<file path="src/rtl/soc_pm_cfg_shifter_if.sv">
// Pixel-matrix digital configuration bundle shared between the SoC register block
// (master) and the configuration shifter (slave).
interface soc_pm_digital_config;
   logic [25:0] res;
   logic [2:0]  num_bit_sel;
   logic        lc_mode;
   logic        limit_enable;
   logic        sample_mode;

   modport master (
      output res, num_bit_sel, lc_mode, limit_enable, sample_mode
   );

   modport slave (
      input  res, num_bit_sel, lc_mode, limit_enable, sample_mode
   );
endinterface

</file>
<file path="src/rtl/soc_pm_cfg_shifter.sv">
// Snapshots the 32-bit pixel-matrix configuration word on start, shifts it MSB first on a
// divided shift clock, then pulses the latch strobe to commit the chain.
module soc_pm_cfg_shifter #(
   parameter int unsigned CLK_DIV      = 4,
   parameter int unsigned LATCH_CYCLES = 2
) (
   input  logic                clk,
   input  logic                rst_n,
   soc_pm_digital_config.slave cfg,
   input  logic                start,
   output logic                busy,
   output logic                done,
   output logic                pm_cfg_sdo,
   output logic                pm_cfg_sclk,
   output logic                pm_cfg_latch
);

   localparam int unsigned DW = $clog2(CLK_DIV + 1);
   localparam int unsigned LW = $clog2(LATCH_CYCLES + 1);

   if (CLK_DIV == 0) begin : g_bad_clk_div
      $error("soc_pm_cfg_shifter: CLK_DIV must be >= 1");
   end
   if (LATCH_CYCLES == 0) begin : g_bad_latch_cycles
      $error("soc_pm_cfg_shifter: LATCH_CYCLES must be >= 1");
   end

   typedef enum logic [1:0] {StIdle, StLow, StHigh, StLatch} state_e;

   state_e          r_state, w_state;
   logic [DW-1:0]   r_div_cnt, w_div_cnt;
   logic [LW-1:0]   r_lat_cnt, w_lat_cnt;
   logic [4:0]      r_bit_cnt, w_bit_cnt;
   logic [31:0]     r_shift, w_shift;
   logic            r_busy, w_busy;
   logic            r_done, w_done;
   logic            r_sdo, w_sdo;
   logic            r_sclk, w_sclk;
   logic            r_latch, w_latch;

   logic [31:0]     w_word;
   logic            w_div_end;
   logic            w_lat_end;

   assign w_word    = {cfg.sample_mode, cfg.limit_enable, cfg.lc_mode, cfg.num_bit_sel, cfg.res};
   assign w_div_end = (r_div_cnt == DW'(CLK_DIV - 1));
   assign w_lat_end = (r_lat_cnt == LW'(LATCH_CYCLES - 1));

   always_comb begin
      w_state   = r_state;
      w_div_cnt = r_div_cnt;
      w_lat_cnt = r_lat_cnt;
      w_bit_cnt = r_bit_cnt;
      w_shift   = r_shift;
      w_busy    = r_busy;
      w_done    = 1'b0;
      w_sdo     = r_sdo;
      w_sclk    = r_sclk;
      w_latch   = r_latch;

      unique case (r_state)
         StIdle: begin
            if (start) begin
               w_state   = StLow;
               w_shift   = w_word;
               w_sdo     = w_word[31];
               w_bit_cnt = 5'd31;
               w_div_cnt = '0;
               w_busy    = 1'b1;
            end
         end
         StLow: begin
            if (w_div_end) begin
               w_div_cnt = '0;
               w_sclk    = 1'b1;
               w_state   = StHigh;
            end else begin
               w_div_cnt = r_div_cnt + DW'(1);
            end
         end
         StHigh: begin
            if (w_div_end) begin
               w_div_cnt = '0;
               w_sclk    = 1'b0;
               if (r_bit_cnt != 5'd0) begin
                  // Next bit leaves together with the sclk falling edge.
                  w_bit_cnt = r_bit_cnt - 5'd1;
                  w_shift   = {r_shift[30:0], 1'b0};
                  w_sdo     = r_shift[30];
                  w_state   = StLow;
               end else begin
                  w_lat_cnt = '0;
                  w_latch   = 1'b1;
                  w_state   = StLatch;
               end
            end else begin
               w_div_cnt = r_div_cnt + DW'(1);
            end
         end
         StLatch: begin
            if (w_lat_end) begin
               w_lat_cnt = '0;
               w_latch   = 1'b0;
               w_busy    = 1'b0;
               w_done    = 1'b1;
               w_state   = StIdle;
            end else begin
               w_lat_cnt = r_lat_cnt + LW'(1);
            end
         end
         default: begin
            w_state = StIdle;
         end
      endcase
   end

   always_ff @(posedge clk or negedge rst_n) begin
      if (!rst_n) begin
         r_state   <= StIdle;
         r_div_cnt <= '0;
         r_lat_cnt <= '0;
         r_bit_cnt <= '0;
         r_shift   <= '0;
         r_busy    <= 1'b0;
         r_done    <= 1'b0;
         r_sdo     <= 1'b0;
         r_sclk    <= 1'b0;
         r_latch   <= 1'b0;
      end else begin
         r_state   <= w_state;
         r_div_cnt <= w_div_cnt;
         r_lat_cnt <= w_lat_cnt;
         r_bit_cnt <= w_bit_cnt;
         r_shift   <= w_shift;
         r_busy    <= w_busy;
         r_done    <= w_done;
         r_sdo     <= w_sdo;
         r_sclk    <= w_sclk;
         r_latch   <= w_latch;
      end
   end

   assign busy         = r_busy;
   assign done         = r_done;
   assign pm_cfg_sdo   = r_sdo;
   assign pm_cfg_sclk  = r_sclk;
   assign pm_cfg_latch = r_latch;

endmodule

</file>
<file path="src/flat_wrapper.sv">
// flat-port wrapper written by rule: the top's interface ports become plain ports
module soc_pm_cfg_shifter_flat 
#(
   parameter int unsigned CLK_DIV      = 4,
   parameter int unsigned LATCH_CYCLES = 2
)
  (clk, rst_n, start, busy, done, pm_cfg_sdo, pm_cfg_sclk, pm_cfg_latch, cfg_res, cfg_num_bit_sel, cfg_lc_mode, cfg_limit_enable, cfg_sample_mode);
  soc_pm_digital_config cfg_i ();
  input  logic clk;
  input  logic rst_n;
  input  logic start;
  output logic busy;
  output logic done;
  output logic pm_cfg_sdo;
  output logic pm_cfg_sclk;
  output logic pm_cfg_latch;
  input wire logic [$bits(cfg_i.res)-1:0] cfg_res;
  input wire logic [$bits(cfg_i.num_bit_sel)-1:0] cfg_num_bit_sel;
  input wire logic [$bits(cfg_i.lc_mode)-1:0] cfg_lc_mode;
  input wire logic [$bits(cfg_i.limit_enable)-1:0] cfg_limit_enable;
  input wire logic [$bits(cfg_i.sample_mode)-1:0] cfg_sample_mode;
  assign cfg_i.res = cfg_res;
  assign cfg_i.num_bit_sel = cfg_num_bit_sel;
  assign cfg_i.lc_mode = cfg_lc_mode;
  assign cfg_i.limit_enable = cfg_limit_enable;
  assign cfg_i.sample_mode = cfg_sample_mode;
  soc_pm_cfg_shifter #(.CLK_DIV(CLK_DIV), .LATCH_CYCLES(LATCH_CYCLES)) u_core (.clk(clk), .rst_n(rst_n), .cfg(cfg_i), .start(start), .busy(busy), .done(done), .pm_cfg_sdo(pm_cfg_sdo), .pm_cfg_sclk(pm_cfg_sclk), .pm_cfg_latch(pm_cfg_latch));
endmodule
</file>
<file path="config.mk">
export PLATFORM = sky130hd
export DESIGN_NAME = soc_pm_cfg_shifter_flat
export DESIGN_NICKNAME = d
export VERILOG_FILES = /design/src/rtl/soc_pm_cfg_shifter_if.sv /design/src/rtl/soc_pm_cfg_shifter.sv /design/src/flat_wrapper.sv
export SDC_FILE = /design/constraint.sdc
export NUM_CORES = 1
export LEC_CHECK = 0
export CORE_ASPECT_RATIO = 1.75
export CORE_UTILIZATION = 35
export DETAILED_ROUTE_END_ITERATION = 6
export PLACE_DENSITY = 0.67
export SLEW_MARGIN = 20
export SYNTH_ARGS = -nofsm -noshare
export SYNTH_HDL_FRONTEND = slang
export SYNTH_SLANG_ARGS = --single-unit
</file>
<file path="constraint.sdc">
create_clock -name clk -period 2.29 [get_ports clk]
set_input_delay 0.458 -clock clk [delete_from_list [all_inputs] [get_ports clk]]
set_output_delay 0.458 -clock clk [all_outputs]
set_load 0.05 [all_outputs]
</file>
==> impl_metrics.env <==
export IMPL_crit_chain="inv_1, ha_1, buf_4, mux2_2, a21boi_4, buf_4, o22ai_1, a21oi_1"
export IMPL_pre_cts_ws_ps=175.1
export IMPL_cts_hold_fix_buffers=0
export IMPL_slowest_stage="dfrtp_1"
export IMPL_fillers=651
export IMPL_initial_core_util_pct=36.58
export IMPL_avgSynthCellArea_um2=9.999
export IMPL_rsz0062_at_grt="false"
export IMPL_gp_congestion=0.8079
export IMPL_syn_cell_area_mm2=0.002410
export IMPL_timing_hold_violations_final=0
export IMPL_layout_commonest_cell="o22ai_1"
export IMPL_cts_tree="done"
export IMPL_peakVddDrop_uv=748.0
export IMPL_vias=2117
export IMPL_grtUsageMet3_pct=2.459
export IMPL_fmax_mhz=477.7
export IMPL_worstReg2RegEnd="u_core.r_shift[23]"
export IMPL_fin_util_pct=45.91
export IMPL_ys_types=38
export IMPL_use_met1_pct=19.59
export IMPL_finalWorstSetupSlack_ps=196.5
export IMPL_drtIter0Drc=174
export IMPL_post_route_period_util_pct=91.42
export IMPL_reg2regPathDepth=8
export IMPL_slew_violations=0
export IMPL_startpoint_type="register"
export IMPL_wire_per_inst_um=16.58
export IMPL_path_class="register to register"
export IMPL_netlist_instances=241
export IMPL_layout_nets=320
export IMPL_dieArea_mm2=0.007234
export IMPL_relSlewSlack_pct=48.77
export IMPL_grt_pass1_wl_mm=9.453
export IMPL_synthMuxAreaShare_pct=1.713
export IMPL_skew_ps=4.162
export IMPL_track_usage_pct=16.64
export IMPL_ys_seq_area_share_pct=49.84
export IMPL_synth_simple_area_share_pct=7.061
export IMPL_grt_use_met2_pct=28.54
export IMPL_p_per_area_mw_per_mm2=1419
export IMPL_timing_critical_path_slowest_cell_delay_ps=410
export IMPL_grt_max_degree=49
export IMPL_viasPerCell=5.881
export IMPL_crit_path_end_kind="register"
export IMPL_cts_max_path_buffers=2
export IMPL_overflow=0
export IMPL_yosys_area_share_adder_pct=4.154
export IMPL_insertion_delay_ps=280
export IMPL_htreeDepth=2
export IMPL_coreArea_mm2=0.006588
export IMPL_path_delay_family="buffers and inverters"
export IMPL_synth_top_family_by_area="compound AO/OA/AOI/OAI gates"
export IMPL_ioPinCount=40
export IMPL_setup_viol=0
export IMPL_postRouteAntennaNets=0
export IMPL_layout_common_cells="63 x o22ai_1, 48 x dfrtp_1, 38 x clkdlybuf4s50_1"
export IMPL_first_global_vias=2062
export IMPL_cts_resized=0
export IMPL_status="completed"
export IMPL_crit_buf_inv=3
export IMPL_worst_path_most_repeated_cell="buf_4"
export IMPL_ys_ff_latch=48
export IMPL_synth_nets=284
export IMPL_cts_sinks=48
export IMPL_die_w_um=64.73
export IMPL_maxCapViolations=0
export IMPL_crit_path_start="u_core.r_state[0]"
export IMPL_port_buffers=39
export IMPL_numCtsBuffers=5
export IMPL_crit_required_ps=2490
export IMPL_r2r_setup_slack_ps=200
export IMPL_synth_compound_area_share_pct=31.31
export IMPL_grt_busiest_layer="met2"
export IMPL_cts_clk_slew_worst_paths_ps=60
export IMPL_antennaDiodeCount=0
export IMPL_drc=0
export IMPL_hpwl_mm=3.807
export IMPL_syn_to_final_growth_pct=25.49
export IMPL_crit_reg2reg_launch="u_core.r_state[0]"
export IMPL_drive_gt1_share_pct=7.914
export IMPL_path_max_fanout=18
export IMPL_crit_arrival_ps=2300
export IMPL_ctsRootBufferMaster="clkbuf_16"
export IMPL_synth_xor_area_share_pct=0.3634
export IMPL_yosys_warnings=0
export IMPL_period_minus_slack_ps=2094
export IMPL_fp_row_count=39
export IMPL_worst_pin_slew_ps=766.1
export IMPL_post_cts_setup_buffer_count=0
export IMPL_hp_class="input pin to async pin"
export IMPL_drt_first_pass_iters=4
export IMPL_die_h_um=111.8
export IMPL_p_leak_nw=1.132
export IMPL_wl_mm=5.967
export IMPL_antenna_found_initial=0
export IMPL_fin_setup_tns_ps=0
## through the flow
step	cell area (um2)	instances	total power, mW	hold slack, ps
finish	3024	360	4.292	267.6
global route	3024	360	4.609	327.5
CTS	3012	359	4.283	295.4
detailed placement	2858	351	3.515	481.9
global placement	2858	351	3.444	478.5
floorplan	2410	241	3.019	162.4
## layer usage
| layer | vias to the layer above | routed length (um) |
|---|---|---|
| li1 | 1009 | - |
| met1 | 1029 | 2402 |
| met2 | 66 | 3173 |
| met3 | 13 | 229 |
| met4 | 0 | 162 |
| met5 | - | 0 |
## Yosys cell counts (all sizes together)
cell	number	share of area (%)
a211oi	1	0.31
a21boi	1	0.78
a21oi	35	7.3
a221oi	1	0.36
a22oi	1	0.31
a31oi	3	0.78
a32oi	2	0.73
a41oi	1	0.36
and2	1	0.26
and4	1	0.36
buf	11	2.9
clkbuf	8	1.2
dfrtp	48	50
ha	8	4.2
inv	9	1.4
mux2	1	0.47
mux2i	3	1.2
nand2	7	1.1
nand2b	4	1.0
nand3	2	0.42
nand4	1	0.26
nor2	5	0.78
nor2b	3	0.78
nor3	2	0.42
nor3b	2	0.62
nor4b	1	0.36
o211ai	1	0.88
o21a	1	0.31
o21ai	8	1.7
o221a	1	0.47
o221ai	1	0.36
o22a	1	0.36
o22ai	63	16
or2	1	0.26
or4b	1	0.42
xor2	1	0.36
## flip-flops by register name, summed over array words and instances, names as in the netlist
| signal | cells |
|---|---|
| u_core.r_bit_cnt | 5 |
| u_core.r_lat_cnt | 2 |
| u_core.pm_cfg_latch | 1 |
| u_core.done | 1 |
| u_core.r_div_cnt | 3 |
| u_core.pm_cfg_sdo | 1 |
| u_core.r_shift | 31 |
| u_core.r_state | 2 |
| u_core.pm_cfg_sclk | 1 |
| u_core.busy | 1 |
## worst max path at each step
stage / endpoint / depth (start not counted)
after floorplan: u_core.r_bit_cnt[3] / 6
after detailed placement: u_core.r_shift[4] / 6
after global placement: u_core.r_shift[15] / 6
after global routing: u_core.r_shift[24] / 7
final: u_core.r_shift[23] / 8
after CTS: u_core.r_shift[23] / 6
## cell type report
cell class | instances | area, um2 | area share, %
clock buffer | 6 | 138.9 | 4.592
timing repair buffer | 47 | 445.4 | 14.73
sequential | 48 | 1201 | 39.72
tap | 82 | 102.6 | 3.393
inverter | 9 | 33.78 | 1.117
clock inverter | 2 | 15.01 | 0.4965
multi-input combinational | 166 | 1087 | 35.95
## worst register-to-register path, delay by kind of cell, from the launching register on
| kind | cells | cell delay, ps |
|---|---|---|
| buf+inv | 3 | 600 |
| mux | 1 | 230 |
| compound gates | 3 | 530 |
| flops | 1 | 410 |
| fa+ha+maj | 1 | 240 |
## report_power, final
part	switching [mW]	leakage (nW)	internal [mW]
Combinational	1.23	0.547	0.827
Sequential	0.283	0.515	1.20
Clock	0.314	0.0691	0.434
## cell families after synthesis
group           count (synthesis)
flops                          48
compound gates                121
xor+xnor                        1
fa+ha+maj                       8
buf+inv                        28
simple gates                   31
mux                             4
Note: power is estimated with default switching activity, not from simulation.
